<file path="src/rtl/mem_stage_sram_ctrl.sv">
// ---------------------------------------------------------------------------
// mem_stage_sram_ctrl
//
// Sits between the MEM pipeline stage and an external asynchronous 16-bit
// SRAM. A LD or ST request from the MEM stage is turned into a strobe
// sequence that lasts WAIT_CYCLES clocks. It is followed by a single DONE
// cycle in which the pipeline is released. mem_ready goes to the hazard
// detector and freezes the whole pipeline while an access is outstanding.
//
// Parameters
//   ADDR_W       SRAM word-address width
//   WAIT_CYCLES  SRAM access cycles per transfer (1..15)
//
// Ports
//   clk, rst     rising-edge clock, synchronous active-high reset
//   mem_rd_en    MEM stage executes LD
//   mem_wr_en    MEM stage executes ST (wins over mem_rd_en)
//   mem_addr     word address from the ALU
//   mem_wdata    store data
//   mem_rdata    registered load data, held until the next completed read
//   mem_ready    1 = pipeline may advance, 0 = stall (combinational)
//   sram_addr    registered SRAM address
//   sram_wdata   registered SRAM write data
//   sram_rdata   SRAM read data
//   sram_ce_n    chip enable, active-low
//   sram_oe_n    output enable, active-low
//   sram_we_n    write enable, active-low
//   access_cnt   completed-transfer counter, saturating at 0xFFFF
// ---------------------------------------------------------------------------
module mem_stage_sram_ctrl #(
  parameter int ADDR_W      = 16,
  parameter int WAIT_CYCLES = 2
) (
  input  logic              clk,
  input  logic              rst,
  input  logic              mem_rd_en,
  input  logic              mem_wr_en,
  input  logic [ADDR_W-1:0] mem_addr,
  input  logic [15:0]       mem_wdata,
  output logic [15:0]       mem_rdata,
  output logic              mem_ready,
  output logic [ADDR_W-1:0] sram_addr,
  output logic [15:0]       sram_wdata,
  input  logic [15:0]       sram_rdata,
  output logic              sram_ce_n,
  output logic              sram_oe_n,
  output logic              sram_we_n,
  output logic [15:0]       access_cnt
);

  typedef enum logic [1:0] {
    IDLE   = 2'd0,
    ACCESS = 2'd1,
    DONE   = 2'd2
  } state_t;

  // The counter holds the number of ACCESS cycles remaining after the current one.
  localparam logic [3:0] WAIT_LOAD = 4'(WAIT_CYCLES - 1);

  state_t     state_reg;
  state_t     state_next;
  logic [3:0] wait_cnt_reg;
  logic       is_wr_reg;
  logic       req;
  logic       ready_fsm;
  logic       param_ok;

  assign req      = mem_rd_en | mem_wr_en;
  assign param_ok = (WAIT_CYCLES >= 1) && (WAIT_CYCLES <= 15);

  // This block is evaluated once at time 0, so an illegal WAIT_CYCLES is flagged immediately.
  always_comb begin
    assert (param_ok)
      else $error("mem_stage_sram_ctrl: WAIT_CYCLES=%0d outside 1..15", WAIT_CYCLES);
  end

  // Next-state logic and ready decode.
  always_comb begin
    state_next = state_reg;
    ready_fsm  = 1'b1;
    case (state_reg)
      IDLE: begin
        // Drop ready in the same cycle the request appears, so the pipeline freezes at once.
        ready_fsm = !req;
        if (req) begin
          state_next = ACCESS;
        end
      end
      ACCESS: begin
        ready_fsm = 1'b0;
        if (wait_cnt_reg == 4'd0) begin
          state_next = DONE;
        end
      end
      DONE: begin
        ready_fsm  = 1'b1;
        state_next = IDLE;
      end
      default: begin
        ready_fsm  = 1'b1;
        state_next = IDLE;
      end
    endcase
  end

  // While reset is held, the pipeline is never stalled.
  assign mem_ready = rst ? 1'b1 : ready_fsm;

  // State register and the datapath that goes with it.
  always_ff @(posedge clk) begin
    if (rst) begin
      state_reg    <= IDLE;
      wait_cnt_reg <= 4'd0;
      is_wr_reg    <= 1'b0;
      sram_addr    <= '0;
      sram_wdata   <= 16'h0000;
      sram_ce_n    <= 1'b1;
      sram_oe_n    <= 1'b1;
      sram_we_n    <= 1'b1;
      mem_rdata    <= 16'h0000;
      access_cnt   <= 16'h0000;
    end else begin
      state_reg <= state_next;
      case (state_reg)
        IDLE: begin
          if (req) begin
            // Address, data and direction are frozen here for the whole transfer.
            sram_addr    <= mem_addr;
            sram_wdata   <= mem_wdata;
            is_wr_reg    <= mem_wr_en;
            sram_ce_n    <= 1'b0;
            sram_we_n    <= !mem_wr_en;
            sram_oe_n    <= mem_wr_en;
            wait_cnt_reg <= WAIT_LOAD;
          end
        end
        ACCESS: begin
          if (wait_cnt_reg != 4'd0) begin
            wait_cnt_reg <= wait_cnt_reg - 4'd1;
          end else begin
            // Last access cycle: the SRAM output is still enabled, so sample it before releasing the strobes.
            sram_ce_n <= 1'b1;
            sram_oe_n <= 1'b1;
            sram_we_n <= 1'b1;
            if (!is_wr_reg) begin
              mem_rdata <= sram_rdata;
            end
          end
        end
        DONE: begin
          if (access_cnt != 16'hFFFF) begin
            access_cnt <= access_cnt + 16'd1;
          end
        end
        default: begin
          sram_ce_n <= 1'b1;
          sram_oe_n <= 1'b1;
          sram_we_n <= 1'b1;
        end
      endcase
    end
  end

endmodule

</file>
<file path="config.mk">
export PLATFORM = sky130hd
export DESIGN_NAME = mem_stage_sram_ctrl
export DESIGN_NICKNAME = d
export VERILOG_FILES = /design/src/rtl/mem_stage_sram_ctrl.sv
export SDC_FILE = /design/constraint.sdc
export NUM_CORES = 1
export LEC_CHECK = 0
export BUFFER_PORTS_ARGS = -buffer_cell sky130_fd_sc_hd__buf_2
export CORE_ASPECT_RATIO = 1.75
export CORE_UTILIZATION = 52
export CTS_CLUSTER_SIZE = 40
export DETAILED_ROUTE_END_ITERATION = 8
export PLACE_DENSITY_LB_ADDON = 0.25
export SKIP_CTS_REPAIR_TIMING = 1
export SLEW_MARGIN = 5
export SYNTH_ARGS = -nofsm -noshare
export SYNTH_HDL_FRONTEND = slang
export SYNTH_SLANG_ARGS = --single-unit
</file>
<file path="constraint.sdc">
create_clock -name clk -period 3.3 [get_ports clk]
set_input_delay 0.495 -clock clk [delete_from_list [all_inputs] [get_ports clk]]
set_output_delay 0.495 -clock clk [all_outputs]
set_load 0.005 [all_outputs]
</file>
Yosys cells after proc, flatten, opt, wreduce, memory -nomap -nowiden --
Cells that the tools add are included.
Word-level totals: flip-flop bits (word level) 74, bits in latches 0, bits in writable memories 0, ROM bits 0, input port bits 52, logic and storage cells 50, memories kept 0
Cells by class: $add $sub $neg 2, $mul 0, div/mod/pow operators 0, magnitude comparators 0, equality and inequality tests 7, shift operators 0, mux-type cells 15, bitwise logic cells 4, reduce and logical (&&, ||, !) cells 12
Operators with widths (count):
- 16-bit by 1-bit adder with 16-bit output, second input constant | 1
- 16-bit inequality test, second input constant | 1
- 1-bit case mux with 3 select lines | 3
- 3-bit AND reduction | 3
- 4-bit 2-to-1 mux | 2
- 2-bit inequality test, second input constant | 4
- 4-bit case mux with 2 select lines | 1
- 2-bit AND reduction | 3
- 1-bit 2-to-1 mux | 5
- 4-bit logical NOT | 1
- 2-bit 2-to-1 mux | 2
- 2-bit case mux with 2 select lines | 1
- 4-bit nonzero test | 1
- 4-bit by 1-bit subtractor with 4-bit output, second input constant | 1
- 1-bit NOT | 3
- 2-bit by 1-bit == test with 1-bit output, second input constant | 1
- 2-bit == test, second input constant | 1
- 1-bit logical NOT | 2
- 2-bit logical NOT | 1
- 1-bit case mux with 2 select lines | 1
- 2-bit nonzero test | 1
- 1-bit OR | 1

Longest topological paths before layout --
word-level depth 4, gate-level depth with buffers 9

Worst setup path after synthesis --
Ideal clock, no wire load.
path type register -> register, start point register wait_cnt_reg[0], end point register mem_rdata[1], setup time 0.132 ns, data arrival time 1.678 ns, data required time 3.168 ns, setup slack 1.490 ns, stages on the path, launching flop included 10, period minus slack after synthesis 1.810 ns, cells stage by stage dfxtp_1 -> inv_1 -> ha_1 -> or3b_1 -> clkbuf_1 -> or3_1 -> buf_2 -> buf_6 -> nand2_1 -> a21oi_1
Between the ends: word-level cells in the longest chain between the ends 3
RTL lines:
- from (decl) | RTL line 62 | logic [3:0] wait_cnt_reg;
- from (signal assigned) | RTL line 139 | wait_cnt_reg <= wait_cnt_reg - 4'd1;
- 4-bit nonzero test | RTL line 138 | if (wait_cnt_reg != 4'd0) begin
- 1-bit NOT (no source line)
- 3-bit AND reduction (no source line)
- to (signal assigned) | RTL line 146 | mem_rdata <= sram_rdata;
- to (decl) | RTL line 40 | output logic [15:0] mem_rdata,
No other way between the ends. A chain may end at the register's enable or synchronous reset.

Worst setup path after layout --
start point register wait_cnt_reg[0], end point register mem_rdata[2]
The elaborated chain is that of the path after synthesis.

==> impl_metrics.py <==
metrics = {
    "run_status": {
        "run_status": "finished, final reports clean",
    },
    "sta": {
        "hold_slack_ns": 0.3788,
        "fin_skew_ns": 0.007764,
        "fmax_ghz": 0.4833,
        "fin_crit_ns": 2.069,
        "slew_viol_final": 0,
        "setup-violations-final": 0,
        "fin_tns_setup_ns": 0,
        "finalHoldViolCount": 0,
        "slew_headroom": 0.4225,
        "rsz0062_at_grt": "false",
        "min_period_over_period": 0.6270,
        "tightestPinTransition_ns": 0.8616,
    },
    "routing": {
        "wirelength_um": 7088,
        "drc": 0,
        "vias": 2872,
        "dr.pass1.iters": 4,
        "ant_nets": 0,
        "wl_per_cell_um": 12.77,
        "drt_iter0_drc": 149,
        "drt-vias-per-instance": 5.175,
    },
    "critical_path": {
        "max_stage_delay_ns": 0.69,
        "crit_arrival_ns": 2.35,
        "path_class": "reg -> reg",
        "crit_path_end_kind": "register",
        "slowest_stage": "nor3_2",
        "cpLargestDelayFamily": "simple AND/OR/NAND/NOR gates",
        "crit_path_cell_trace": "inv_1, ha_1, or3b_1, nor3_2, nand2_1, a21oi_1",
        "path_max_fanout": 16,
        "required_ns": 3.58,
        "regToRegStartpoint": "wait_cnt_reg[0]",
        "crit_buf_inv": 1,
        "crit_path_start_kind": "register",
        "crit_path_start": "wait_cnt_reg[0]",
    },
    "clock_tree": {
        "htreeDepth": 3,
        "clkSlewWorstSetupHoldPaths_ns": 0.07,
        "cts-root-buf": "clkbuf_8",
        "cts_num_sinks": 74,
        "clock_tree.buffer_depth": 2,
        "clk_latency_ns": 0.35,
        "cts_tree": "yes",
        "numCtsBuffers": 9,
    },
    "finish": {
        "drive_gt1_frac": 0.3173,
        "final_nets": 530,
        "antennaDiodeCount": 0,
        "syn2layout_area_growth_pct": 27.66,
        "finalNonFillerCells": 555,
        "final_area_mm2": 0.003829,
    },
    "synth": {
        "yosysUniqueCellTypes": 44,
        "synth_top_family_by_area": "simple AND/OR/NAND/NOR gates",
        "yosysMostFrequentCell": "nand2_1",
        "synth_common_cells": "nand2_1 (105), dfxtp_1 (74), a21oi_1 (63), clkbuf_1 (14), nor2_1 (12)",
        "synth-compound-area-share": 0.1598,
        "synth.area.top_cells": "dfxtp_1 (49%), nand2_1 (13%), a21oi_1 (11%), clkbuf_1 (1.8%), nor2_1 (1.5%)",
        "ys.flop_type": "dfxtp_1",
        "synth_area_mm2": 0.002999,
        "ys_async_sr_fraction": 0,
        "yosys.area.top_type_share": 0.4940,
        "ys_seq_elements": 74,
        "synth_xor_area_frac": 0.008761,
        "postSynthAreaPerCell_um2": 8.285,
        "synth_fp_nets": 417,
        "synth_mux_area_frac": 0.01085,
        "synthesis.instances": 362,
        "synth_largest_area_cell": "dfxtp_1",
        "synth_edf_count": 0,
        "ys_warn_count": 0,
        "synth_simple_gate_area_share": 0.2720,
        "synth_fa_ha_area_frac": 0.01252,
        "ys_seq_area_frac": 0.4940,
    },
    "die": {
        "fp.dieW_um": 59.41,
        "die_h_um": 102.5,
        "dieArea_mm2": 0.006087,
        "io-pin-count": 120,
        "core_area_mm2": 0.005540,
        "start_util": 0.5413,
        "rows": 36,
    },
    "power": {
        "p_per_area_mw_per_mm2": 529.6,
        "irDropWorstVdd_v": 0.0003675,
        "power_w": 0.002028,
        "leakage_nw": 1.742,
    },
    "placed_design": {
        "placedCellCount": 540,
        "place_area_mm2": 0.003625,
        "portBuffers": 119,
        "dp_hpwl_um": 5076,
        "gp_congestion": 0.8589,
    },
    "global_routing": {
        "grt_pass1_wl_um": 11230,
        "antenna_found_initial": 0,
        "grt_pass1_vias": 2734,
        "grt_max_degree": 45,
        "grt_usage": 0.2426,
        "grt-ovfl-total": 0,
    },
    "flow_run": {
        "maxCapViolations": 0,
    },
    "hold_path": {
        "min_from": "mem_addr[2]",
        "hold_path.class": "in -> reg",
    },
}
[power breakdown]
group          switching, W  total, W  internal, W  leakage (nW)
Clock              0.000305  0.000711     0.000406         0.106
Sequential        0.0000428   0.00100     0.000961         0.605
Combinational      0.000180  0.000313     0.000133          1.03
Total              0.000528   0.00203      0.00150          1.74
[worst register-to-register path, cell delays in order, from the launching register on]
cell and delay (ns):
dfxtp_1 0.34, inv_1 0.09, ha_1 0.14, or3b_1 0.46, nor3_2 0.69, nand2_1 0.13, a21oi_1 0.15
[cell type report]
cell class                      count  area (um2)
Clock buffer                       13       168.9
Clock inverter                      2       35.03
Fill cell                         487        1712
Inverter                            8       30.03
Multi-Input combinational cell    260        1400
Sequential cell                    74        1481
Tap cell                           76       95.09
Timing Repair Buffer              122       618.1
[routing by layer]
layer,vias up,wire (um),track usage
met5,-,0,0
met4,0,165,0.1410
met3,16,431,0.06456
met2,99,3819,0.4425
met1,1303,2672,0.2364
li1,1454,-,-
[path summary, 6_finish.rpt]
| path | end | slack [ns] | cells past startpoint |
|---|---|---|---|
| setup reg to reg | mem_rdata[2] | 1.23 | 6 |
| hold reg to reg | sram_addr[11] | 0.45 | 2 |
| hold / removal | sram_addr[2] | 0.38 | 3 |
| setup / recovery | mem_rdata[2] | 1.23 | 6 |
[logic make-up after synthesis]
family / after synthesis
AOI/OAI and AO/OA: 83
DFF: 74
adders and majority gates: 3
buffers and inverters: 28
muxes: 3
xor gates and xnor gates: 3
and+or+nand+nor: 168
[cells in the final DEF, fill, tap and decap left out, types with 7 or more instances in the layout]
cell      synthesis  final
a21oi_1          63     63
nand3_1           8      8
or3_1             7      7
nor2_1           12     12
dfxtp_1          74     74
clkbuf_8          0     12
inv_1             8      8
buf_2             2    119
nand2_1         105    105
[stage by stage]
step | utilization | worst slack, ns
final | 0.6911 | 1.231
after global placement | 0.6542 | 1.277
after detailed placement | 0.6542 | 1.236
after global routing | 0.6911 | 1.020
after floorplan | - | 1.490
after CTS | 0.6911 | 1.200
Power figures use the tool's default switching activity.
